`src/rtl/sequenciador_piscadas.sv`:
```
// rtl/sequenciador_piscadas.sv - timed LED blink sequencer: lit/dark phases repeated a fixed number of times
// Moore FSM: ACESO and APAGADO are timed by one shared 8-bit cycle counter.
module sequenciador_piscadas #(
  parameter int ON_CYCLES  = 4,
  parameter int OFF_CYCLES = 2,
  parameter int BLINKS     = 3
) (
  input  logic       clock,
  input  logic       reset,
  input  logic       iniciar,
  input  logic [3:0] padrao,
  input  logic       abortar,
  output logic [3:0] leds,
  output logic       ocupado,
  output logic       fim,
  output logic [3:0] piscadas,
  output logic [1:0] db_estado
);

  typedef enum logic [1:0] {
    OCIOSO  = 2'd0,
    ACESO   = 2'd1,
    APAGADO = 2'd2,
    FIM     = 2'd3
  } estado_t;

  localparam logic [7:0] ON_LAST  = 8'(ON_CYCLES - 1);
  localparam logic [7:0] OFF_LAST = 8'(OFF_CYCLES - 1);
  localparam logic [3:0] BLINKS_W = 4'(BLINKS);

  estado_t    estado, prox;
  logic [7:0] cnt, cnt_n;
  logic [3:0] pat, pat_n;
  logic [3:0] pisc_n;
  logic [3:0] pisc_inc;

  always_ff @(posedge clock or posedge reset) begin
    if (reset) begin
      estado   <= OCIOSO;
      cnt      <= 8'd0;
      pat      <= 4'd0;
      piscadas <= 4'd0;
    end else begin
      estado   <= prox;
      cnt      <= cnt_n;
      pat      <= pat_n;
      piscadas <= pisc_n;
    end
  end

  assign pisc_inc = piscadas + 4'd1;

  always_comb begin
    prox   = estado;
    cnt_n  = cnt;
    pat_n  = pat;
    pisc_n = piscadas;
    case (estado)
      OCIOSO: begin
        // abortar takes priority over a simultaneous start
        if (iniciar && !abortar) begin
          prox   = ACESO;
          pat_n  = padrao;
          cnt_n  = 8'd0;
          pisc_n = 4'd0;
        end
      end
      ACESO: begin
        if (abortar) begin
          prox = OCIOSO;
        end else if (cnt == ON_LAST) begin
          prox  = APAGADO;
          cnt_n = 8'd0;
        end else begin
          cnt_n = cnt + 8'd1;
        end
      end
      APAGADO: begin
        if (abortar) begin
          prox = OCIOSO;
        end else if (cnt == OFF_LAST) begin
          pisc_n = pisc_inc;
          cnt_n  = 8'd0;
          prox   = (pisc_inc == BLINKS_W) ? FIM : ACESO;
        end else begin
          cnt_n = cnt + 8'd1;
        end
      end
      FIM: begin
        prox = OCIOSO;
      end
      default: begin
        prox = OCIOSO;
      end
    endcase
  end

  always_comb begin
    leds      = (estado == ACESO) ? pat : 4'd0;
    ocupado   = (estado != OCIOSO);
    fim       = (estado == FIM);
    db_estado = estado;
  end

endmodule

```
`config.mk`:
```
export PLATFORM = sky130hd
export DESIGN_NAME = sequenciador_piscadas
export DESIGN_NICKNAME = d
export VERILOG_FILES = /design/src/rtl/sequenciador_piscadas.sv
export SDC_FILE = /design/constraint.sdc
export NUM_CORES = 1
export LEC_CHECK = 0
export BUFFER_PORTS_ARGS = -buffer_cell sky130_fd_sc_hd__buf_4
export CAP_MARGIN = 40
export CORE_MARGIN = 3
export CORE_UTILIZATION = 46
export DETAILED_ROUTE_END_ITERATION = 8
export PLACE_DENSITY = 0.74
export SYNTH_ARGS = -nofsm -noshare
export SYNTH_HDL_FRONTEND = slang
export SYNTH_SLANG_ARGS = --single-unit
```
`constraint.sdc`:
```
create_clock -name clock -period 2.25 [get_ports clock]
set_input_delay 0.1125 -clock clock [delete_from_list [all_inputs] [get_ports clock]]
set_output_delay 0.1125 -clock clock [all_outputs]
set_load 0.02 [all_outputs]
```
==> impl_metrics.ini, run 1 <==
[outcome]
status = complete, no violations

[yosys]
synth_edf_count = 0
ys_warn_count = 0
synth_largest_area_cell = dfrtp_1
syn_nets = 138
synth_area_um2 = 1120
yosysTopAreaCellShare_pct = 40.0
syn_inst = 122
synth.avg_cell_area_um2 = 9.22
async_flop_share_pct = 100
ys_seq_elements = 18
ys.flop_type = dfrtp_1
synth_area_leaders = dfrtp_1 40%, ha_1 8.9%, inv_1 5.3%
ys_types = 30
yosysSeqAreaShare_pct = 40.0

[layout]
mostFrequentLayoutCells = 20 x buf_4, 18 x dfrtp_1, 16 x inv_1
multiInputGateArea_um2 = 624
mostFrequentLayoutCell = buf_4
nFillCells = 199
regArea_um2 = 450
antennaDiodeCount = 0
area_growth_pct = 21.5
design_area_um2 = 1370
finalNetCount = 163
drive_gt1_share_pct = 24.7

[critical_path]
critPathArrivalTime_ns = 2.26
reg2reg_depth = 5
ff2ff_setup_slack_ns = 0.19
endpoint_kind = flop
critPathRequiredTime_ns = 2.44
crit_fanout = 6
r2r-start = cnt[2]
startpoint_type = flop
crit_type = reg2reg
startpoint = cnt[2]
rr_endpoint = piscadas[2]

[floorplan]
io_pins = 20
die_x_um = 55.5
core_um2 = 2280
design.die.area_um2 = 3070
die_y_um = 55.5
initial_core_util_pct = 49.4
rows = 17

[route]
vias = 942
via_per_inst = 5.41
dr_wl_met3_um = 105
top_layer = met4
drt_iter0_drc = 21
drc = 0
ant_nets = 0
wl_per_cell_um = 12.8
wl_mm = 2.23
dr.pass1.iters = 4
wl_met2_mm = 1.03
wl_met1_mm = 1.05

[clock_network]
htree_levels = 1
postCtsSetupRepairBufs = 0
path_clk_slew_ns = 0.10
numCtsBuffers = 3
cts_sinks = 18
insertion_delay_ns = 0.29
tritoncts = built
cts_root_buf = clkbuf_4
cts.path.max_buffers = 2

[timing]
timing_hold_violations_final = 0
rsz0062_at_grt = false
min_period_ns = 2.06
drv_slew = 0
slew_headroom_pct = 54.5
final-setup-viol-count = 0
fmax_ghz = 0.485
fin_crit_sh_pct = 91.7
worst_pin_slew_ns = 0.681
setup_tns_ns = 0
fin_skew_ns = 0.00351

[hold_path]
hold_depth = 2
hp-class = in2reg
whs_endpoint = pat[3]
hold_path.startpoint = padrao[3]

[power_and_ir_drop]
ir_drop_mv = 0.736
p_leak_nw = 0.633
powerDensity_nw_per_um2 = 1050

[grt]
grt.total_usage_pct = 15.6
grt_max_degree = 19
overflow = 0
first_global_vias = 905
antenna_found_initial = 0
grt_pass1_wl_mm = 3.83

[placement]
dp_hpwl_mm = 1.66
gp_congestion = 0.968
placed_cell_area_um2 = 1310
port_buffers = 19

[job]
timing.max_cap.violations = 0
## worst max-delay path, stage by stage, from the launching register on
cell and delay, ns:
dfrtp_1 0.46, or4_4 0.54, o41ai_4 0.35, o211ai_2 0.23, o21bai_1 0.20, a21o_1 0.18
## worst max path at each step
stage                              to  cells after the start  slack [ns]
after floorplan                cnt[6]                      7        0.25
after CTS                      cnt[2]                      6        0.26
final                     piscadas[2]                      5        0.19
after global placement    piscadas[2]                      5        0.32
after detailed placement       cnt[2]                      6        0.28
after global routing           cnt[2]                      7        0.08
## through the flow
step | power (mW) | hold WS (ns) | utilization, % | std cells | setup WS (ns)
2_1_floorplan | 0.964 | 0.0511 | - | 122 | 0.254
3_3_place_gp | 1.20 | 0.249 | 57.3 | 169 | 0.322
3_5_place_dp | 1.21 | 0.267 | 57.3 | 169 | 0.278
4_1_cts | 1.41 | 0.0281 | 59.4 | 174 | 0.258
5_1_grt | 1.55 | 0.0306 | 60.0 | 174 | 0.0782
6_report | 1.43 | 0.0396 | 60.0 | 174 | 0.187
## registers in the layout, indices dropped and copies added (netlist names)
name and count:
piscadas 4, db_estado 2, pat 4, cnt 8
## Yosys cell counts, drive strengths merged (4+ instances only)
master	instances
o21ai	6
a21oi	7
ha	8
nand2	13
and2	4
nor2	6
nand3	7
mux2	5
nor3	6
inv	16
o22ai	4
dfrtp	18
## area by class of cell
| cell class | count | area share (%) |
|---|---|---|
| multi-input combinational | 87 | 45.7 |
| sequential | 18 | 33.0 |
| timing repair buffer | 21 | 11.7 |
| inverter | 16 | 4.40 |
| clock buffer | 4 | 2.66 |
| tap | 28 | 2.56 |
## repair_timing
| action | in CTS | in global routing |
|---|---|---|
| hold buffers | 1 | 0 |
| hold endpoints to repair | 18 | 0 |
| gates resized for setup | 0 | 2 |
| setup endpoints to repair | 0 | 1 |
## kinds of logic (layout without fill, tap and decap cells)
family	Yosys count	in the layout	synth area share, %
AOI/OAI and AO/OA	27	27	17.9
xor gates and xnor gates	1	1	0.779
adders and majority gates	8	8	8.90
buffers and inverters	17	41	5.78
DFF	18	18	40.0
muxes	7	7	6.79
and+or+nand+nor	44	44	19.8
## per-layer routing
layer,vias to the layer above,GRT usage [%]
li1,481,-
met2,29,24.0
met5,-,0
met1,427,20.2
met4,0,8.33
met3,5,3.74
## power by group
part	switching [mW]	leakage, nW	total, mW	internal (mW)
clock	0.0979	0.0210	0.197	0.0987
sequential	0.0505	0.239	0.443	0.392
combinational	0.447	0.372	0.791	0.344
total	0.595	0.633	1.43	0.835
(Power assumes the default switching activity.)
==> inputs of run 2 (changes only) <==
- CORE_UTILIZATION: 46 -> 45
- PLACE_DENSITY: 0.74 -> 0.71
==> impl_metrics.ini, run 2 (synthesis results as in run 1) <==
[clock_network]
numCtsBuffers = 3
cts_sinks = 18
tritoncts = built
postCtsSetupRepairBufs = 0
insertion_delay_ns = 0.28
cts.path.max_buffers = 2
path_clk_slew_ns = 0.10
htree_levels = 1
cts_root_buf = clkbuf_4

[power_and_ir_drop]
ir_drop_mv = 0.666
total_power_mw = 1.40
p_leak_nw = 0.623
powerDensity_nw_per_um2 = 1040

[critical_path]
startpoint_type = flop
cp_slowest_stage_delay_ns = 0.56
path_cells = or4_4 -> o41ai_1 -> a21boi_4 -> nand2_1 -> o311ai_0
crit_fanout = 8
ff2ff_setup_slack_ns = 0.14
endpoint_kind = flop
critPathRequiredTime_ns = 2.40
critPathArrivalTime_ns = 2.26
cp_slowest_cell = or4_4
crit_type = reg2reg

[grt]
grt.total_usage_pct = 16.4
first_global_vias = 958
antenna_found_initial = 0
grt_pass1_wl_mm = 4.16
overflow = 0
grt_max_degree = 19

[job]
timing.max_cap.violations = 0

[route]
via_per_inst = 5.49
ant_nets = 0
wl_per_cell_um = 14.2
drc = 0
dr.pass1.iters = 4
vias = 950
wl_mm = 2.45
drt_iter0_drc = 18

[floorplan]
core_um2 = 2300
die_x_um = 56.0
initial_core_util_pct = 49.0
rows = 17
die_y_um = 56.0
design.die.area_um2 = 3140
io_pins = 20

[layout]
drive_gt1_share_pct = 23.4
largest_reg_flops = 8
mostFrequentLayoutCells = 20 x buf_4, 18 x dfrtp_1, 16 x inv_1
antennaDiodeCount = 0
post-route-util_pct = 58.6
area_growth_pct = 19.6
mostFrequentLayoutCell = buf_4
top_regs = cnt x8, pat x4, piscadas x4
stdcell_count = 173
largest_register = cnt
finalNetCount = 163

[timing]
fin_crit_sh_pct = 93.7
fin_skew_ns = 0.00188
final-setup-viol-count = 0
worst_pin_slew_ns = 0.694
slew_headroom_pct = 53.7
drv_slew = 0
fmax_ghz = 0.474
fin_hold_ws_ns = 0.0488
setup_tns_ns = 0
min_period_ns = 2.11
rsz0062_at_grt = false
timing_hold_violations_final = 0

[placement]
dp_hpwl_mm = 1.84
dp.cells = 169
gp_congestion = 0.863
port_buffers = 19

[hold_path]
hp-class = in2reg

[outcome]
status = complete, no violations
-- run 2: cell count changes in the layout (fill, tap and decap cells not counted), sizes merged --
cell / before / now
clkbuf: 4 / 3
-- run 2: layout make-up --
type	count	area, um2
inverter	16	60.1
multi-input combinational	87	617
fill	215	952
timing repair buffer	21	160
clock buffer	3	22.5
sequential	18	450
tap	28	35.0
-- run 2: worst paths after layout --
kind                                 from      endpoint  cells past startpoint
worst max-delay path               cnt[3]        cnt[2]                      5
worst min-delay path            padrao[3]        pat[3]                      2
worst max register to register     cnt[3]        cnt[2]                      5
worst min register to register     pat[1]        pat[1]                      1
max in group asynchronous           reset  db_estado[1]                      3
min in group asynchronous           reset        pat[2]                      3
-- run 2: critical path: cells and delay by family (launching register included) --
family             cells  cell delay (ns)
DFF                    1             0.43
and+or+nand+nor        2             0.75
AOI/OAI and AO/OA      3             0.80
-- run 2: what timing repair did --
item / in CTS / in global routing
hold buffers: 1 / 0
setup endpoints to repair: 0 / 1
hold endpoints to repair: 18 / 0
gates resized for setup: 0 / 1
-- run 2: per-stage QoR --
stage	area, um2	worst slack, ns
6_report	1350	0.142
5_1_grt	1350	0.00575
4_1_cts	1340	0.166
3_5_place_dp	1310	0.179
3_3_place_gp	1310	0.334
2_1_floorplan	1120	0.254
-- run 2: power breakdown --
group	internal, mW	switching (mW)
combinational	0.338	0.454
clock	0.0622	0.0943
sequential	0.392	0.0580
-- run 2: routing by layer --
layer / GRT usage (%) / wire, um / vias to the layer above
met2: 25.7 / 1150 / 29
met4: 6.10 / 18 / 0
met1: 21.4 / 1150 / 443
li1: - / - / 476
met3: 4.64 / 142 / 2
met5: 0 / 0 / -
==> inputs of run 3 (changes only) <==
- BUFFER_PORTS_ARGS: -buffer_cell sky130_fd_sc_hd__buf_4 -> -buffer_cell sky130_fd_sc_hd__clkbuf_2
- CORE_UTILIZATION: 45 -> 54
- PLACE_DENSITY: 0.71 -> 0.82
- SKIP_CTS_REPAIR_TIMING: unset -> 1
==> impl_metrics.ini, run 3 (synthesis results as in run 1) <==
[floorplan]
initial_core_util_pct = 61.2
die_y_um = 51.6
io_pins = 20
core_um2 = 1840
design.die.area_um2 = 2670
rows = 15
die_x_um = 51.6

[route]
vias = 1010
ant_nets = 0
drc = 0
via_per_inst = 5.94
drt_iter0_drc = 16
dr.pass1.iters = 4
wl_mm = 2.55
wl_per_cell_um = 15.0

[layout]
drive_gt1_share_pct = 23.4
finalNetCount = 163
post-route-util_pct = 70.3
multiInputGateArea_um2 = 617
area_growth_pct = 15.0
regArea_um2 = 450
design_area_um2 = 1290
antennaDiodeCount = 0
largest_register = cnt
stdcell_count = 170
largest_reg_flops = 8
mostFrequentLayoutCell = clkbuf_2
mostFrequentLayoutCells = 19 x clkbuf_2, 18 x dfrtp_1, 16 x inv_1
top_regs = cnt x8, pat x4, piscadas x4
nFillCells = 165

[timing]
worst_pin_slew_ns = 0.700
fin_crit_sh_pct = 94.6
min_period_ns = 2.13
drv_slew = 0
timing_hold_violations_final = 0
setup_tns_ns = 0
rsz0062_at_grt = false
fmax_ghz = 0.470
fin_skew_ns = 0.00269
final-setup-viol-count = 0
slew_headroom_pct = 53.3

[placement]
dp_hpwl_mm = 1.92
placed_cell_area_um2 = 1250
port_buffers = 19
gp_congestion = 0.894
dp.cells = 166

[power_and_ir_drop]
powerDensity_nw_per_um2 = 1050
p_leak_nw = 0.609
total_power_mw = 1.36
ir_drop_mv = 0.652

[critical_path]
startpoint_type = flop
rr_endpoint = cnt[2]
reg2reg_depth = 5
crit_cells = 5
path_cells = or4_4 -> o41ai_1 -> a21boi_4 -> nand2_1 -> o311ai_0
worst-path-buf-inv = 0
critPathArrivalTime_ns = 2.28
cp_slowest_stage_delay_ns = 0.55
crit_type = reg2reg
cp_top_family = compound AO/OA/AOI/OAI gates
cp_slowest_cell = or4_4
r2r-start = cnt[3]
critPathRequiredTime_ns = 2.40
endpoint_kind = flop
crit_fanout = 8
ff2ff_setup_slack_ns = 0.12

[grt]
overflow = 0
grt.total_usage_pct = 21.4
first_global_vias = 1002
grt_pass1_wl_mm = 4.26
antenna_found_initial = 0
grt_max_degree = 19

[clock_network]
cts_sinks = 18
path_clk_slew_ns = 0.10
cts.path.max_buffers = 2
insertion_delay_ns = 0.29
cts_root_buf = clkbuf_4
tritoncts = built
numCtsBuffers = 3
htree_levels = 1

[outcome]
status = complete, no violations

[hold_path]
hp-class = in2reg
hold_depth = 2
whs_endpoint = pat[2]
hold_path.startpoint = padrao[2]

[job]
timing.max_cap.violations = 0
run 3: worst register-to-register path: stages (launching register included):
cell and delay [ns]:
dfrtp_1 0.42, or4_4 0.56, o41ai_1 0.49, a21boi_4 0.16, nand2_1 0.20, o311ai_0 0.15
run 3: layout make-up:
class                   instances  area share (%)
multi-input cells              87            47.7
well taps                      25            2.42
inverters                      16            4.64
clock buffers                   3            1.74
flip-flops and latches         18            34.8
repair buffers                 21            8.70
run 3: power by group:
group	switching, mW	internal [mW]
Sequential	0.0515	0.393
Clock	0.0962	0.0623
Combinational	0.461	0.295
run 3: through the flow:
stage | setup slack (ns) | hold slack, ns
final | 0.121 | 0.0464
after floorplan | 0.254 | 0.0511
after global routing | 0.0261 | 0.0495
after detailed placement | 0.244 | 0.231
after global placement | 0.338 | 0.226
after CTS | 0.165 | -0.0903
run 3: worst max path at each step:
stage                       startpoint  endpoint
final                           cnt[3]    cnt[2]
after CTS                 db_estado[0]    cnt[2]
after floorplan           db_estado[0]    cnt[6]
after global routing            cnt[2]    cnt[2]
after detailed placement  db_estado[0]    cnt[2]
after global placement    db_estado[0]    cnt[2]
run 3: per-layer routing:
layer  up-vias  part of all wire (%)  track usage, %
li1        477                     -               -
met3         8                   4.5            4.87
met4         0                   2.3            10.9
met2        31                    52            36.0
met5         -                     0               0
met1       494                    41            25.4
